$ cat config.mk
export PLATFORM = sky130hd
export DESIGN_NAME = conv_arbiter
export DESIGN_NICKNAME = d
export VERILOG_FILES = /design/src/rtl/conv_arbiter.sv
export SDC_FILE = /design/constraint.sdc
export NUM_CORES = 1
export LEC_CHECK = 0
export CORE_MARGIN = 2
export CORE_UTILIZATION = 25
export CTS_CLUSTER_DIAMETER = 150
export DETAILED_ROUTE_END_ITERATION = 7
export PLACE_DENSITY = 0.49
export SYNTH_ARGS = -nofsm -noshare
export SYNTH_HDL_FRONTEND = slang
export SYNTH_SLANG_ARGS = --single-unit
$ cat constraint.sdc
create_clock -name i_clk -period 8 [get_ports i_clk]
set_input_delay 0.8 -clock i_clk [delete_from_list [all_inputs] [get_ports i_clk]]
set_output_delay 0.8 -clock i_clk [all_outputs]
set_load 0.01 [all_outputs]
$ cat src/rtl/conv_arbiter.sv
// Round-robin arbiter in front of a shared sign-magnitude to two's-complement converter.
// Requesters hand over operands via valid/ready; results come back with the owner's id.
module conv_arbiter #(
    parameter int BITS  = 32,
    parameter int N_REQ = 2,
    parameter int IDW   = $clog2(N_REQ),
    parameter int CNT_W = 16
) (
    input  logic                   i_clk,
    input  logic                   i_rst,
    input  logic [N_REQ-1:0]       i_req_valid,
    output logic [N_REQ-1:0]       o_req_ready,
    input  logic [N_REQ*BITS-1:0]  i_req_data,
    output logic                   o_valid,
    input  logic                   i_ready,
    output logic [BITS-1:0]        o_result,
    output logic                   o_error,
    output logic [IDW-1:0]         o_id,
    output logic                   o_busy,
    output logic [CNT_W-1:0]       o_err_count
);

    typedef enum logic [1:0] {
        IDLE = 2'd0,
        CONV = 2'd1,
        OUT  = 2'd2
    } state_t;

    state_t          state;
    state_t          state_next;
    logic [IDW-1:0]  ptr;
    logic [IDW-1:0]  grant;
    logic            any_valid;
    logic            accept;
    logic [BITS-1:0] op_reg;
    logic [IDW-1:0]  id_reg;
    logic [BITS-2:0] mag;
    logic [BITS-1:0] conv_result;
    logic            conv_error;
    logic            out_fire;

    // First valid requester strictly after the last winner, wrapping around.
    // NOTE: every variable written in always_comb gets a default first, so no path can infer a latch.
    always_comb begin
        grant     = '0;
        any_valid = 1'b0;
        for (int i = 1; i <= N_REQ; i++) begin
            if (!any_valid && i_req_valid[(int'(ptr) + i) % N_REQ]) begin
                any_valid = 1'b1;
                grant     = IDW'((int'(ptr) + i) % N_REQ);
            end
        end
    end

    // A reset cycle must never complete a handshake, even though state already reads IDLE.
    assign accept      = (state == IDLE) && any_valid && !i_rst;
    assign o_req_ready = accept ? (N_REQ'(1) << grant) : '0;
    assign out_fire    = (state == OUT) && i_ready;
    assign o_valid     = (state == OUT);
    assign o_busy      = (state != IDLE);

    assign mag = op_reg[BITS-2:0];

    // Negative zero has no distinct two's-complement encoding, so it maps to 0 and is flagged.
    always_comb begin
        conv_result = op_reg;
        conv_error  = 1'b0;
        if (op_reg[BITS-1]) begin
            if (mag == '0) begin
                conv_result = '0;
                conv_error  = 1'b1;
            end else begin
                conv_result = ~{1'b0, mag} + BITS'(1);
            end
        end
    end

    always_comb begin
        state_next = state;
        unique case (state)
            IDLE:    if (accept) state_next = CONV;
            CONV:    state_next = OUT;
            OUT:     if (i_ready) state_next = IDLE;
            default: state_next = IDLE;
        endcase
    end

    // NOTE: sequential state uses non-blocking assignments so every flop samples pre-edge values.
    always_ff @(posedge i_clk) begin
        if (i_rst) begin
            state       <= IDLE;
            ptr         <= IDW'(N_REQ - 1);
            o_result    <= '0;
            o_error     <= 1'b0;
            o_id        <= '0;
            o_err_count <= '0;
        end else begin
            state <= state_next;
            if (accept) begin
                ptr <= grant;
            end
            if (state == CONV) begin
                o_result <= conv_result;
                o_error  <= conv_error;
                o_id     <= id_reg;
            end
            if (out_fire && o_error && (o_err_count != '1)) begin
                o_err_count <= o_err_count + CNT_W'(1);
            end
        end
    end

    // NOTE: the operand latch is pure datapath and needs no reset; it is only read in CONV,
    // which can only be reached through a fresh accept.
    always_ff @(posedge i_clk) begin
        if (accept) begin
            op_reg <= i_req_data[int'(grant)*BITS +: BITS];
            id_reg <= grant;
        end
    end

endmodule

* After elaboration in Yosys (flattened, before gate mapping) *
Index checks and enable logic that the tools add are counted.

word-level totals
  register bits = 86
  bits in latches = 0
  bits in writable memories = 0
  bits in read-only memories = 0
  output and inout port bits = 54
  logic and storage cells = 54
  memories = 0

operators by class
  add/subtract/negate cells = 4
  multiply operators = 0
  div/mod/pow operators = 0
  $lt $le $gt $ge = 2
  equality and inequality tests = 5
  shifts and indexed selects = 2
  multiplexer cells = 18
  bitwise logic cells = 3
  reductions and logical operators = 12

operators by type and width
  cell                                                         number
  2-to-1 mux 32 bit                                            2
  variable part select 64 x 7 -> 32 bit                        1
  adder 32 x 1 -> 32 bit (second input constant)               1
  NOT 31 -> 32 bit                                             1
  zero test 31 bit                                             1
  adder 16 x 1 -> 16 bit (second input constant)               1
  != test 16 bit (second input constant)                       1
  2-to-1 mux 1 bit                                             12
  logical AND 1 bit                                            6
  less-than comparator 2 x 3 -> 1 bit (second input constant)  2
  2-to-1 mux 2 bit                                             3
  case mux 2 bit (3 select lines)                              1
  adder 1 bit (second input constant)                          2
  bitwise AND 1 bit (first input constant)                     2
  equality test 2 x 1 -> 1 bit (second input constant)         1
  equality test 2 bit (second input constant)                  1
  zero test 1 bit                                              2
  zero test 2 bit                                              1
  != test 2 x 1 -> 1 bit (second input constant)               1
  != test 2 bit (second input constant)                        1
  AND reduction 2 bit                                          1
  nonzero test 2 bit                                           1
  << shifter 1 x 1 -> 2 bit (first input constant)             1

* Longest topological paths before layout *
  depth after elaboration = 13
  mapped depth = 8
  depth with buffers taken out = 7

* Worst setup path after synthesis *
Ideal clock, no wire load.

  path type = input -> output
  start point = in i_rst
  end point = out o_req_ready[1]
  arrival = 3671 ps
  required time = 7200 ps
  path slack = 3529 ps
  stages on the path = 3
  path buffers = 1
  path through = clkbuf_1 > nor3_1 > and2_1

between the ends
  longest elaborated chain between the ends = 3

ends and longest elaborated chain
  item               line  source
  from (decl)        10    input logic i_rst,
  zero test 1 bit    56    assign accept = (state == IDLE) && any_valid && !i_rst;
  logical AND 1 bit  56
  net accept         34    logic accept;
  2-to-1 mux 2 bit   57    assign o_req_ready = accept ? (N_REQ'(1) << grant) : '0;
  to (decl)          12    output logic [N_REQ-1:0] o_req_ready,

The timed path passes the listed nets, and every way through them passes these cells.

* Final worst setup path *
Ends and elaborated chain as after synthesis.

==> impl_metrics.py <==
metrics = {
    "status": {
        "outcome": "completed",
    },
    "pwr": {
        "sw_frac_of_total_pct": 23.63,
        "seq_power_share_pct": 46.6,
        "switching_power_uw": 260.3,
        "power-per-cell-area_nw_per_um2": 190.1,
        "p_comb_share_pct": 14.9,
        "leakagePower_nw": 2.014,
        "cell_internal_pwr_uw": 841.5,
        "irDropWorstVdd_mv": 0.1033,
        "clockPowerShare_pct": 38.5,
    },
    "sta": {
        "post_route_worst_setup_slack_ns": 4.375,
        "final.setup_skew_ns": 0.004347,
        "maxSlewHeadroom_pct": 30.83,
        "fin_tns_setup_ns": 0,
        "tightest_slew_ns": 1.036,
        "setup_violations_final": 0,
        "clock.fmax_ghz": 0.2759,
        "rsz_0062_raised_after_global_routing": "false",
        "report.final.slew_viol_count": 0,
        "finalWorstPathRequiredPeriod_ns": 3.625,
        "final_hold_viol_count": 0,
        "fin_crit_sh_pct": 45.31,
    },
    "final_layout": {
        "drive_gt1_share_pct": 11.61,
        "seq_area_um2": 2052,
        "flow.area_growth_from_synthesis_pct": 43.48,
        "layout.nets": 574,
        "most-common-layout-cells": "sky130_fd_sc_hd__clkdlybuf4s50_1 (122), sky130_fd_sc_hd__dfxtp_1 (53), sky130_fd_sc_hd__nand2_1 (36), sky130_fd_sc_hd__xor2_1 (35), sky130_fd_sc_hd__edfxtp_1 (33)",
        "stdcell_area_um2": 5797,
        "final.fill_count": 1611,
        "final_common_cell": "sky130_fd_sc_hd__clkdlybuf4s50_1",
        "n_antenna_cell": 0,
        "final_core_utilization_pct": 36.62,
        "area_of_the_multi_input_gates_um2": 1906,
    },
    "detailed_routing": {
        "totalWireLength_mm": 10.09,
        "route.antenna.remaining_nets": 0,
        "detail_route.wl_per_cell_um": 13.94,
        "dr.first_iter.drc_count": 207,
        "drc": 0,
        "detailed_routing_iterations_pass_1": 4,
        "detail_route.vias_per_cell": 4.479,
        "vias": 3243,
    },
    "clocking": {
        "clock_sink_count": 86,
        "clock-root-buffer": "sky130_fd_sc_hd__clkbuf_16",
        "cts.hold.buffers_added": 0,
        "tritoncts_clock_tree": "done",
        "clkTransAtPathRegs_ns": 0.06,
        "cts_resized": 0,
        "htree_num_levels": 3,
        "clock_latency_ns": 0.34,
        "number_of_cts_inserted_buffers": 9,
        "clockBufferDepth": 2,
        "cts_setup_buffers": 0,
    },
    "synthesis": {
        "synth_enable_flop_cells": 33,
        "ys_types": 47,
        "postSynthAreaPerCell_um2": 10.49,
        "synth_async_sr_flop_share_pct": 0,
        "synthesis.area_um2": 4040,
        "post_synth_inst_count": 385,
        "ys_seq_elements": 86,
        "synth_warnings": 0,
        "number_of_nets_produced_by_synthesis": 456,
        "dominantRegCellSynth": "sky130_fd_sc_hd__dfxtp_1",
        "seq_area_frac_synth_pct": 50.79,
    },
    "grt": {
        "globalRouteOverflowTotal": 0,
        "antenna_found_initial": 0,
        "grt_pass1_vias": 3227,
        "maximum_number_of_pins_on_one_net_before_global_route_repair": 36,
        "grt_first_pass_wirelength_mm": 16.68,
        "grt_util_all_layers_pct": 12.15,
    },
    "floorplanning": {
        "initial_standard_cell_utilization_of_the_core_pct": 25.53,
        "die_x_um": 131.1,
        "design.portCount": 123,
        "core_area_um2": 15830,
        "fp-row-count": 46,
        "die_height_um": 131.1,
        "design.die.area_um2": 17190,
    },
    "setup_path": {
        "cpPeakStageDelay_ns": 0.54,
        "crit_path_max_fanout": 34,
        "cp_data_required_time_ns": 7.20,
        "worst_ep_arrival_time_ns": 2.82,
        "worstSetupStartpointType": "input pin",
        "critical_path.cell_chain": "clkdlybuf4s50_1 -> buf_4 -> nor3_2 -> buf_4 -> and2_1 -> clkdlybuf4s50_1",
        "timing.critical_path.to_type": "output pin",
        "master_of_the_slowest_instance_on_the_critical_path": "sky130_fd_sc_hd__clkdlybuf4s50_1",
        "setup.worst_path.class": "input pin to output pin",
    },
    "worst_hold_path": {
        "hold_path.class": "flip-flop to flip-flop",
    },
    "place": {
        "finalWeightedCongestion": 0.7485,
        "placedInstanceArea_um2": 5494,
        "buffers_added_on_ports": 122,
        "dp.final_hpwl_mm": 7.378,
        "dpl_worst_slack_ns": 4.363,
    },
    "job": {
        "max_cap_violations": 0,
    },
}
## power groups by stage
stage | clock network [mW] | registers (mW) | logic, mW
floorplan | 0 | 0.522 | 0.0759
global placement | 0 | 0.522 | 0.166
detailed placement | 0 | 0.523 | 0.167
CTS | 0.435 | 0.514 | 0.168
global route | 0.454 | 0.518 | 0.182
finish | 0.424 | 0.513 | 0.164
## cell families (layout without fill, tap and decap cells)
family | Yosys count | in the layout | share of synthesized area [%]
buffers and inverters | 24 | 147 | 2.508
adders and majority gates | 2 | 2 | 0.6193
xor gates and xnor gates | 41 | 41 | 8.888
muxes | 33 | 33 | 9.167
and+or+nand+nor | 124 | 124 | 15.52
AOI/OAI and AO/OA | 75 | 75 | 12.51
DFF | 86 | 86 | 50.79
## metal layers
layer	share of wire (%)	up-vias	track usage, %
met5	0	-	0
met4	1.5	0	4.348
met3	6.7	11	3.742
met2	45	107	19.44
met1	47	1479	15.51
li1	-	1646	-
## Yosys cell counts, types with 3 or more instances
cell type	n	share of area, %
sky130_fd_sc_hd__and4_1	3	0.65
sky130_fd_sc_hd__nand2_1	36	3.3
sky130_fd_sc_hd__and3_1	6	0.93
sky130_fd_sc_hd__nor2_1	30	2.8
sky130_fd_sc_hd__nand3_1	6	0.74
sky130_fd_sc_hd__or4_1	4	0.74
sky130_fd_sc_hd__dfxtp_1	53	26
sky130_fd_sc_hd__a22oi_1	4	0.74
sky130_fd_sc_hd__mux2_2	32	8.9
sky130_fd_sc_hd__o31ai_1	11	2.0
sky130_fd_sc_hd__nor3_1	7	0.87
sky130_fd_sc_hd__a31oi_1	3	0.46
sky130_fd_sc_hd__and2_1	3	0.46
sky130_fd_sc_hd__o41ai_1	3	0.65
sky130_fd_sc_hd__nand4_1	7	1.1
sky130_fd_sc_hd__o21ai_0	31	3.8
sky130_fd_sc_hd__a21oi_1	5	0.62
sky130_fd_sc_hd__clkbuf_1	13	1.2
sky130_fd_sc_hd__a211oi_1	5	0.93
sky130_fd_sc_hd__xnor2_1	6	1.3
sky130_fd_sc_hd__nand2b_1	5	0.77
sky130_fd_sc_hd__edfxtp_1	33	25
sky130_fd_sc_hd__o211ai_1	3	0.56
sky130_fd_sc_hd__nor4_1	5	0.77
sky130_fd_sc_hd__nor2b_1	3	0.46
sky130_fd_sc_hd__or2_2	3	0.46
sky130_fd_sc_hd__inv_1	6	0.56
sky130_fd_sc_hd__xor2_1	35	7.6
## stage by stage
step / hold slack [ns] / instances / power, mW
after floorplan: 0.4713 / 385 / 0.5982
after global placement: 0.4341 / 708 / 0.6882
after detailed placement: 0.4484 / 708 / 0.6901
after CTS: 0.4581 / 724 / 1.117
after global routing: 0.4767 / 724 / 1.154
final: 0.4563 / 724 / 1.102
## cell type report
class / count / share of cell area, %
Tap cell: 216 / 4.662
Clock buffer: 13 / 4.490
Timing Repair Buffer: 125 / 21.45
Sequential cell: 86 / 35.40
Clock inverter: 3 / 0.7339
Multi-Input combinational cell: 275 / 32.87
Inverter: 6 / 0.3885
## critical path, delay by kind of cell
kind,cells,cell delay (ns)
simple gates,2,0.40
buf+inv,4,1.58
## final timing paths
check / from / end / slack, ns / cells after the start
max reg2reg: op_reg[0] / o_result[14] / 4.78 / 7
min reg2reg: o_result[31] / o_result[31] / 0.46 / 2
max: i_rst / o_req_ready[1] / 4.38 / 6
min: o_result[31] / o_result[31] / 0.46 / 2
Power figures use the tool's default switching activity.
